$ cat src/rtl/nios2core_gpio_arbiter.sv
// Round-robin two-master Avalon-MM arbiter in front of the 4-word GPIO slave.
// Define NIOS2CORE_GPIO_ARB_BITOP_EN for shadowed atomic bit set (addr 2) / clear (addr 3).
module nios2core_gpio_arbiter #(
   parameter int unsigned GPIO_WIDTH = 28
) (
   input  logic        clk,
   input  logic        reset_n,
   input  logic [1:0]  m0_address,
   input  logic        m0_read,
   input  logic        m0_write,
   input  logic [31:0] m0_writedata,
   output logic        m0_waitrequest,
   output logic [31:0] m0_readdata,
   output logic        m0_readdatavalid,
   input  logic [1:0]  m1_address,
   input  logic        m1_read,
   input  logic        m1_write,
   input  logic [31:0] m1_writedata,
   output logic        m1_waitrequest,
   output logic [31:0] m1_readdata,
   output logic        m1_readdatavalid,
   output logic [1:0]  s_address,
   output logic        s_chipselect,
   output logic        s_write_n,
   output logic [31:0] s_writedata,
   input  logic [31:0] s_readdata
);

   localparam int unsigned AW = 2;
   localparam int unsigned DW = 32;

   if (GPIO_WIDTH == 0 || GPIO_WIDTH > DW) begin : g_bad_width
      $error("GPIO_WIDTH must be in 1..32");
   end

   typedef enum logic [1:0] {
      S_IDLE    = 2'd0,
      S_WRITE   = 2'd1,
      S_RD_ADDR = 2'd2,
      S_RD_DATA = 2'd3
   } state_t;

   state_t          r_state;
   logic            r_grant;
   logic            r_last_grant;
   logic [AW-1:0]   r_s_address;
   logic            r_s_chipselect;
   logic            r_s_write_n;
   logic [DW-1:0]   r_s_writedata;
   logic            r_m0_waitrequest;
   logic            r_m1_waitrequest;
   logic [DW-1:0]   r_m0_readdata;
   logic [DW-1:0]   r_m1_readdata;
   logic            r_m0_readdatavalid;
   logic            r_m1_readdatavalid;

   logic            w_m0_req;
   logic            w_m1_req;
   logic            w_any_req;
   logic            w_sel;
   logic            w_sel_write;
   logic [AW-1:0]   w_sel_address;
   logic [DW-1:0]   w_sel_writedata;
   logic [AW-1:0]   w_slv_address;
   logic [DW-1:0]   w_slv_writedata;
   logic [DW-1:0]   w_rd_data;

   // Request selection: a lone requester wins, a tie goes to the port not served last.
   assign w_m0_req        = m0_read | m0_write;
   assign w_m1_req        = m1_read | m1_write;
   assign w_any_req       = w_m0_req | w_m1_req;
   assign w_sel           = (w_m0_req && w_m1_req) ? ~r_last_grant : w_m1_req;
   assign w_sel_write     = w_sel ? m1_write     : m0_write;
   assign w_sel_address   = w_sel ? m1_address   : m0_address;
   assign w_sel_writedata = w_sel ? m1_writedata : m0_writedata;

`ifdef NIOS2CORE_GPIO_ARB_BITOP_EN
   logic [GPIO_WIDTH-1:0] r_shadow;
   logic [GPIO_WIDTH-1:0] w_shadow_nxt;

   // Set/clear writes are folded into a plain data write using the shadow of data_out.
   always_comb begin
      w_slv_address   = w_sel_address;
      w_slv_writedata = w_sel_writedata;
      w_shadow_nxt    = r_shadow;
      if (w_sel_write) begin
         case (w_sel_address)
            2'd0:    w_shadow_nxt = w_sel_writedata[GPIO_WIDTH-1:0];
            2'd2:    w_shadow_nxt = r_shadow | w_sel_writedata[GPIO_WIDTH-1:0];
            2'd3:    w_shadow_nxt = r_shadow & ~w_sel_writedata[GPIO_WIDTH-1:0];
            default: w_shadow_nxt = r_shadow;
         endcase
         if (w_sel_address[1]) begin
            w_slv_address   = AW'(0);
            w_slv_writedata = DW'(w_shadow_nxt);
         end
      end
   end

   always_ff @(posedge clk or negedge reset_n) begin
      if (!reset_n) begin
         r_shadow <= '0;
      end else if (r_state == S_IDLE && w_any_req && w_sel_write) begin
         r_shadow <= w_shadow_nxt;
      end
   end

   // Reads of the set/clear aliases return the shadow instead of the slave data.
   assign w_rd_data = r_s_address[1] ? DW'(r_shadow) : s_readdata;
`else
   assign w_slv_address   = w_sel_address;
   assign w_slv_writedata = w_sel_writedata;
   assign w_rd_data       = s_readdata;
`endif

   // Arbiter FSM; every bus output is a register updated alongside the state.
   always_ff @(posedge clk or negedge reset_n) begin
      if (!reset_n) begin
         r_state            <= S_IDLE;
         r_grant            <= 1'b0;
         r_last_grant       <= 1'b1;
         r_s_address        <= '0;
         r_s_chipselect     <= 1'b0;
         r_s_write_n        <= 1'b1;
         r_s_writedata      <= '0;
         r_m0_waitrequest   <= 1'b1;
         r_m1_waitrequest   <= 1'b1;
         r_m0_readdata      <= '0;
         r_m1_readdata      <= '0;
         r_m0_readdatavalid <= 1'b0;
         r_m1_readdatavalid <= 1'b0;
      end else begin
         r_m0_readdatavalid <= 1'b0;
         r_m1_readdatavalid <= 1'b0;
         case (r_state)
            S_IDLE: begin
               if (w_any_req) begin
                  r_grant        <= w_sel;
                  r_last_grant   <= w_sel;
                  r_s_address    <= w_slv_address;
                  r_s_writedata  <= w_slv_writedata;
                  r_s_chipselect <= 1'b1;
                  if (w_sel_write) begin
                     r_state     <= S_WRITE;
                     r_s_write_n <= 1'b0;
                     if (w_sel) r_m1_waitrequest <= 1'b0;
                     else       r_m0_waitrequest <= 1'b0;
                  end else begin
                     r_state     <= S_RD_ADDR;
                     r_s_write_n <= 1'b1;
                  end
               end
            end
            S_WRITE: begin
               r_state          <= S_IDLE;
               r_s_chipselect   <= 1'b0;
               r_s_write_n      <= 1'b1;
               r_m0_waitrequest <= 1'b1;
               r_m1_waitrequest <= 1'b1;
            end
            S_RD_ADDR: begin
               r_state        <= S_RD_DATA;
               r_s_chipselect <= 1'b0;
               if (r_grant) r_m1_waitrequest <= 1'b0;
               else         r_m0_waitrequest <= 1'b0;
            end
            S_RD_DATA: begin
               r_state          <= S_IDLE;
               r_m0_waitrequest <= 1'b1;
               r_m1_waitrequest <= 1'b1;
               if (r_grant) begin
                  r_m1_readdata      <= w_rd_data;
                  r_m1_readdatavalid <= 1'b1;
               end else begin
                  r_m0_readdata      <= w_rd_data;
                  r_m0_readdatavalid <= 1'b1;
               end
            end
            default: r_state <= S_IDLE;
         endcase
      end
   end

   assign s_address        = r_s_address;
   assign s_chipselect     = r_s_chipselect;
   assign s_write_n        = r_s_write_n;
   assign s_writedata      = r_s_writedata;
   assign m0_waitrequest   = r_m0_waitrequest;
   assign m1_waitrequest   = r_m1_waitrequest;
   assign m0_readdata      = r_m0_readdata;
   assign m1_readdata      = r_m1_readdata;
   assign m0_readdatavalid = r_m0_readdatavalid;
   assign m1_readdatavalid = r_m1_readdatavalid;

endmodule

$ cat config.mk
export PLATFORM = sky130hd
export DESIGN_NAME = nios2core_gpio_arbiter
export DESIGN_NICKNAME = d
export VERILOG_FILES = /design/src/rtl/nios2core_gpio_arbiter.sv
export SDC_FILE = /design/constraint.sdc
export NUM_CORES = 1
export LEC_CHECK = 0
export CAP_MARGIN = 20
export CORE_ASPECT_RATIO = 0.8
export CORE_UTILIZATION = 37
export DETAILED_ROUTE_END_ITERATION = 16
export PLACE_DENSITY = 0.76
export SYNTH_ARGS = -nofsm -noshare
export SYNTH_HDL_FRONTEND = slang
export SYNTH_SLANG_ARGS = --single-unit
$ cat constraint.sdc
create_clock -name clk -period 1.55 [get_ports clk]
set_clock_uncertainty 0.05 [all_clocks]
set_input_delay 0.2325 -clock clk [delete_from_list [all_inputs] [get_ports clk]]
set_output_delay 0.2325 -clock clk [all_outputs]
set_load 0.005 [all_outputs]
Word level (Yosys, flattened, before mapping). Cells that the tools add are included.

Flip-flop bits (word level): 108. Input bits: 106. Output and inout bits: 104. Word-level logic and storage cells: 66.

Equal/unequal tests: 9. Mux-type cells: 26. Bitwise operators: 5. Reductions and logical operators: 13.

Operators by type and width (count): 2-to-1 mux 32 bit (1); 2-to-1 mux 1 bit (17); != test 2 bit (second input constant) (6); AND reduction 2 bit (5); AND reduction 4 bit (2); 2-to-1 mux 2 bit (3); one-hot mux 1 bit (3 select lines) (2); one-hot mux 2 bit (3 select lines) (1); == test 2 bit (second input constant) (2); one-hot mux 1 bit (2 select lines) (2); nonzero test 2 bit (2); OR reduction 2 bit (2); OR 1 bit (3); == test 2 x 1 -> 1 bit (second input constant) (1); logical NOT 2 bit (1); NOT 1 bit (2); logical AND 1 bit (1).

Longest topological paths before layout.
Depth after elaboration: 7. Mapped depth: 8. Mapped depth without buffers: 6.

Worst setup path after synthesis. OpenSTA, ideal clock, no wires.

Path kind: register to register. From: reg r_state[0]. To: reg r_m0_waitrequest (netlist: m0_waitrequest). Library setup time: 0.082 ns. Data arrival time: 1.500 ns. Data required time: 1.418 ns. Slack: -0.082 ns. Cell stages (with the launch flop): 7. Buffers on the path: 1. Period minus slack after synthesis: 1.632 ns. Path through: dfrtp_1 inv_1 ha_1 clkbuf_1 inv_1 o31a_1 mux2_2.

Longest elaborated chain between the ends: 3. Elaborated cells between the ends (all ways): 11. Those cells by class: 7 x eq/ne; 1 x mux; 3 x reduce/logical.

RTL lines: start: declaration (RTL line 43) `state_t r_state;`; start signal: assignment (RTL line 119) `r_state <= S_IDLE;`; start signal: assignment (RTL line 144) `r_state <= S_WRITE;`; start signal: assignment (RTL line 149) `r_state <= S_RD_ADDR;`; == test 2 bit, or another cell as far along (RTL line 135) `case (r_state)`; OR reduction 2 bit (no source line) or != test 2 bit (tied branches); one-hot mux 1 bit (3 select lines) or AND reduction 4 bit (tied branches); end signal: assignment (RTL line 126) `r_m0_waitrequest <= 1'b1;`; end signal: assignment (RTL line 147) `else r_m0_waitrequest <= 1'b0;`; end signal: assignment (RTL line 158) `r_m0_waitrequest <= 1'b1;`; end: declaration (RTL line 50) `logic r_m0_waitrequest;`.

Parallel ways exist; a longest one is shown, timed or not. A chain may end at the register's enable or synchronous reset.

Worst setup path after layout.
From: reg r_state[1]. To: reg r_m0_waitrequest (netlist: m0_waitrequest).

Same word-level chain as after synthesis.

==> results <==
## sequential cells by signal (all words and copies together), names as in the netlist
signal / count
r_grant: 1
s_chipselect: 1
m1_readdata: 32
r_last_grant: 1
s_write_n: 1
r_state: 2
m0_readdata: 32
m0_readdatavalid: 1
m1_readdatavalid: 1
s_writedata: 32
m1_waitrequest: 1
m0_waitrequest: 1
s_address: 2
## timing repair
item                                   CTS  global route
hold buffers                             1             0
endpoints found under the hold margin   44             0
setup endpoints to repair               72           100
setup buffers                            2             6
cloned                                   3             5
pin swaps                                5             5
resized for setup                       17            38
## cell usage after synthesis, drive strengths merged
| master | n |
|---|---|
| ha | 4 |
| a22oi | 1 |
| inv | 7 |
| dfrtp | 104 |
| dfstp | 4 |
| nand2b | 1 |
| or4 | 1 |
| nand2 | 39 |
| o22ai | 3 |
| o31a | 1 |
| and2 | 1 |
| nor2 | 37 |
| clkbuf | 5 |
| a2bb2oi | 1 |
| a21oi | 71 |
| nor2b | 1 |
| buf | 18 |
| or2 | 2 |
| a31oi | 1 |
| o21a | 1 |
| a211oi | 1 |
| mux2 | 66 |
| o21ai | 5 |
## cell type report
| cell class | instances | area share, % |
|---|---|---|
| clock inverters | 6 | 1.03 |
| repair buffers | 245 | 34.2 |
| clock buffers | 10 | 3.16 |
| well taps | 148 | 2.45 |
| multi-input cells | 240 | 23.0 |
| flip-flops and latches | 108 | 35.9 |
| inverters | 7 | 0.348 |
## cells in the final DEF, fill, tap and decap left out, drive strengths merged, types with 2 or more instances in the layout
cell type,instances
clkdlybuf4s50,189
o21ai,5
dlygate4sd2,5
dlymetal6s2s,14
a21oi,71
nor2,37
dfrtp,104
dfstp,4
or2,2
inv,11
nand2,39
mux2,66
o22ai,3
buf,32
ha,4
and2,4
clkbuf,14
## report_power, final
group	switching (mW)	leakage, nW	internal [mW]	total (mW)
combinational	2.94	1.90	4.79	7.73
sequential	0.803	1.26	4.30	5.10
clock	1.07	0.154	1.33	2.40
## metrics by stage
stage	utilization (%)	setup TNS (ns)	cells	setup WS [ns]	hold WS [ns]
2_1_floorplan	-	-1.24	375	-0.0373	-0.113
3_3_place_gp	59.0	-14.38	731	-0.447	0.0578
3_5_place_dp	59.0	-15.29	731	-0.460	0.0676
4_1_cts	62.8	-0.275	753	-0.0237	0.252
5_1_grt	65.1	-2.23	764	-0.0831	0.263
6_report	65.1	-0.319	764	-0.0362	0.261
## final timing paths
path                            startpoint  slack [ns]  depth (start not counted)               to
max                             r_state[1]       -0.04                          5   m0_waitrequest
min                                reset_n        0.26                          2  m0_readdata[18]
max reg2reg                     r_state[1]       -0.04                          5   m0_waitrequest
min reg2reg                m1_readdata[25]        0.46                          1  m1_readdata[25]
max in group asynchronous          reset_n        0.59                          3        s_write_n
min in group clk                   m0_read        0.32                          3        s_write_n
## layer usage
metal,vias to the layer above,wire length (um),share of wire (%)
met3,21,700,5.2
met1,1857,5760,43
li1,1753,-,-
met2,134,6750,50
met5,-,0,0
met4,0,245,1.8
## kinds of logic after synthesis
logic type               after synthesis  share of synthesized area (%)
multiplexers                          66                           16.7
adder cells (fa/ha/maj)                4                           1.12
AO/OA/AOI/OAI                         85                           10.0
buffers and inverters                 30                           3.77
flip-flops                           108                           60.8
AND/OR/NAND/NOR                       82                           7.61
==> impl_results.md <==
* Status: finished with violations
* Failing checks: negative setup slack
* Critical Path AT at 1.81 ns
* Drc violations at 0
* Minimum setup slack in the final design at -0.0362 ns
* Root buffer cell: clkbuf_16
* Post-Syn Area at 4450 um^2
* Largest net degree at the start of global routing at 44
* Initial Utilization at 38.4%
* Vias after detailed routing at 3,765
* Clk slew on worst S/H paths at 0.08 ns
* Critical Path RT at 1.78 ns
* Synth warnings at 0
* Max Cap Viol at 0
* Mean routed wirelength per cell at about 18 um
* GR Util met3 at 4.42%
* IO Pins at 210
* Area growth syn-to-layout at 69.6%
* Post-DP HPWL at slightly below 9000 um
* Setup violations, final at 27
* Die area at 12,500 um^2
* Antenna diodes at 0
* Max incr delay on CP at 0.42 ns
* Clock latency on the worst-skew pair at roughly 0.34 ns
* Met1 GRT Util at approximately a quarter
* Worst vdd ir at about 1.1 mV
* Leakage at 3.31 nW
* FP Rows at 35
* Fmax at approximately 630 MHz
* Register area at roughly 2700 um^2
* WP buf/inv at 2
* CTS tree: built
* Core outline area at 11,600 um^2
* Port Buffers at 209
* Worst slew margin relative to its limit at 76.7%
* Final Wtd Congestion at slightly below 0.9
* Global-route wire length before repair at just under 20,000 um
* Initial DRC count at 143
* Nets at 721
* Seq/Total Area, Yosys at 60.8%
* Yosys top cell by area: dfrtp_1
* Initial antenna violation count at 0
* Final WL at 13,500 um
* Synth top area share at 58.4%
* Post-Syn Nets at 485
* Area occupied by multi-input gates at 1730 um^2
* Routed Antenna Nets at 0
* RSZ-0062 raised after global routing: yes
* Total CTS buffers at 9
* CP Max Fanout at 3
* Htree depth at 3
* Drt via density at approximately 4.9
* Final Cycle Share at 102%
* CP max stage cell: dfrtp_1
* Setup crit start kind: flop
* Grt met2 use at 35.3%
* Avg Cell Area, Syn at 11.9 um^2
* Ratio of cells with drive above 1 in the final layout at 23.9%
* Worst-Margin Slew at 0.347 ns
* Clock buffer depth at 2
* Yosys reg bits at 108
* Crit path kind: reg2reg
* Overflow after GRT at 0
* First-pass DRT Iterations at 4
* Synth Instances at 375
* Total power at between 15 and 20 mW
* Grt peak-use layer: met2
* Synth top area cells: dfrtp_1, mux2_2, a21oi_1, nand2_1, nor2_1
* Synth unique cells at 28
* Worst Hold Class: in2async
* PwrDens at about 2000 nW/um^2
* Fin crit period at 1.59 ns
* GRT Overall Usage at 20.2%
* Max-slew violation count at 0
* Number of global-route vias before repair at 3,890
* Worst-path cell chain: inv_1 > buf_4 > ha_1 > or2_2 > mux2_2
* Cell Area, Placed at between 6000 and 7000 um^2
* DIE WIDTH at 125 um
* Final Hold Viols at 0
* # fillers at approximately 860
* CP Capture Type: flop
* Die H at 100 um
* Crit path max-delay family: flip-flops
* Sinks on Clock Net at roughly 110
* Design area at 7550 um^2
(Power assumes the default switching activity.)
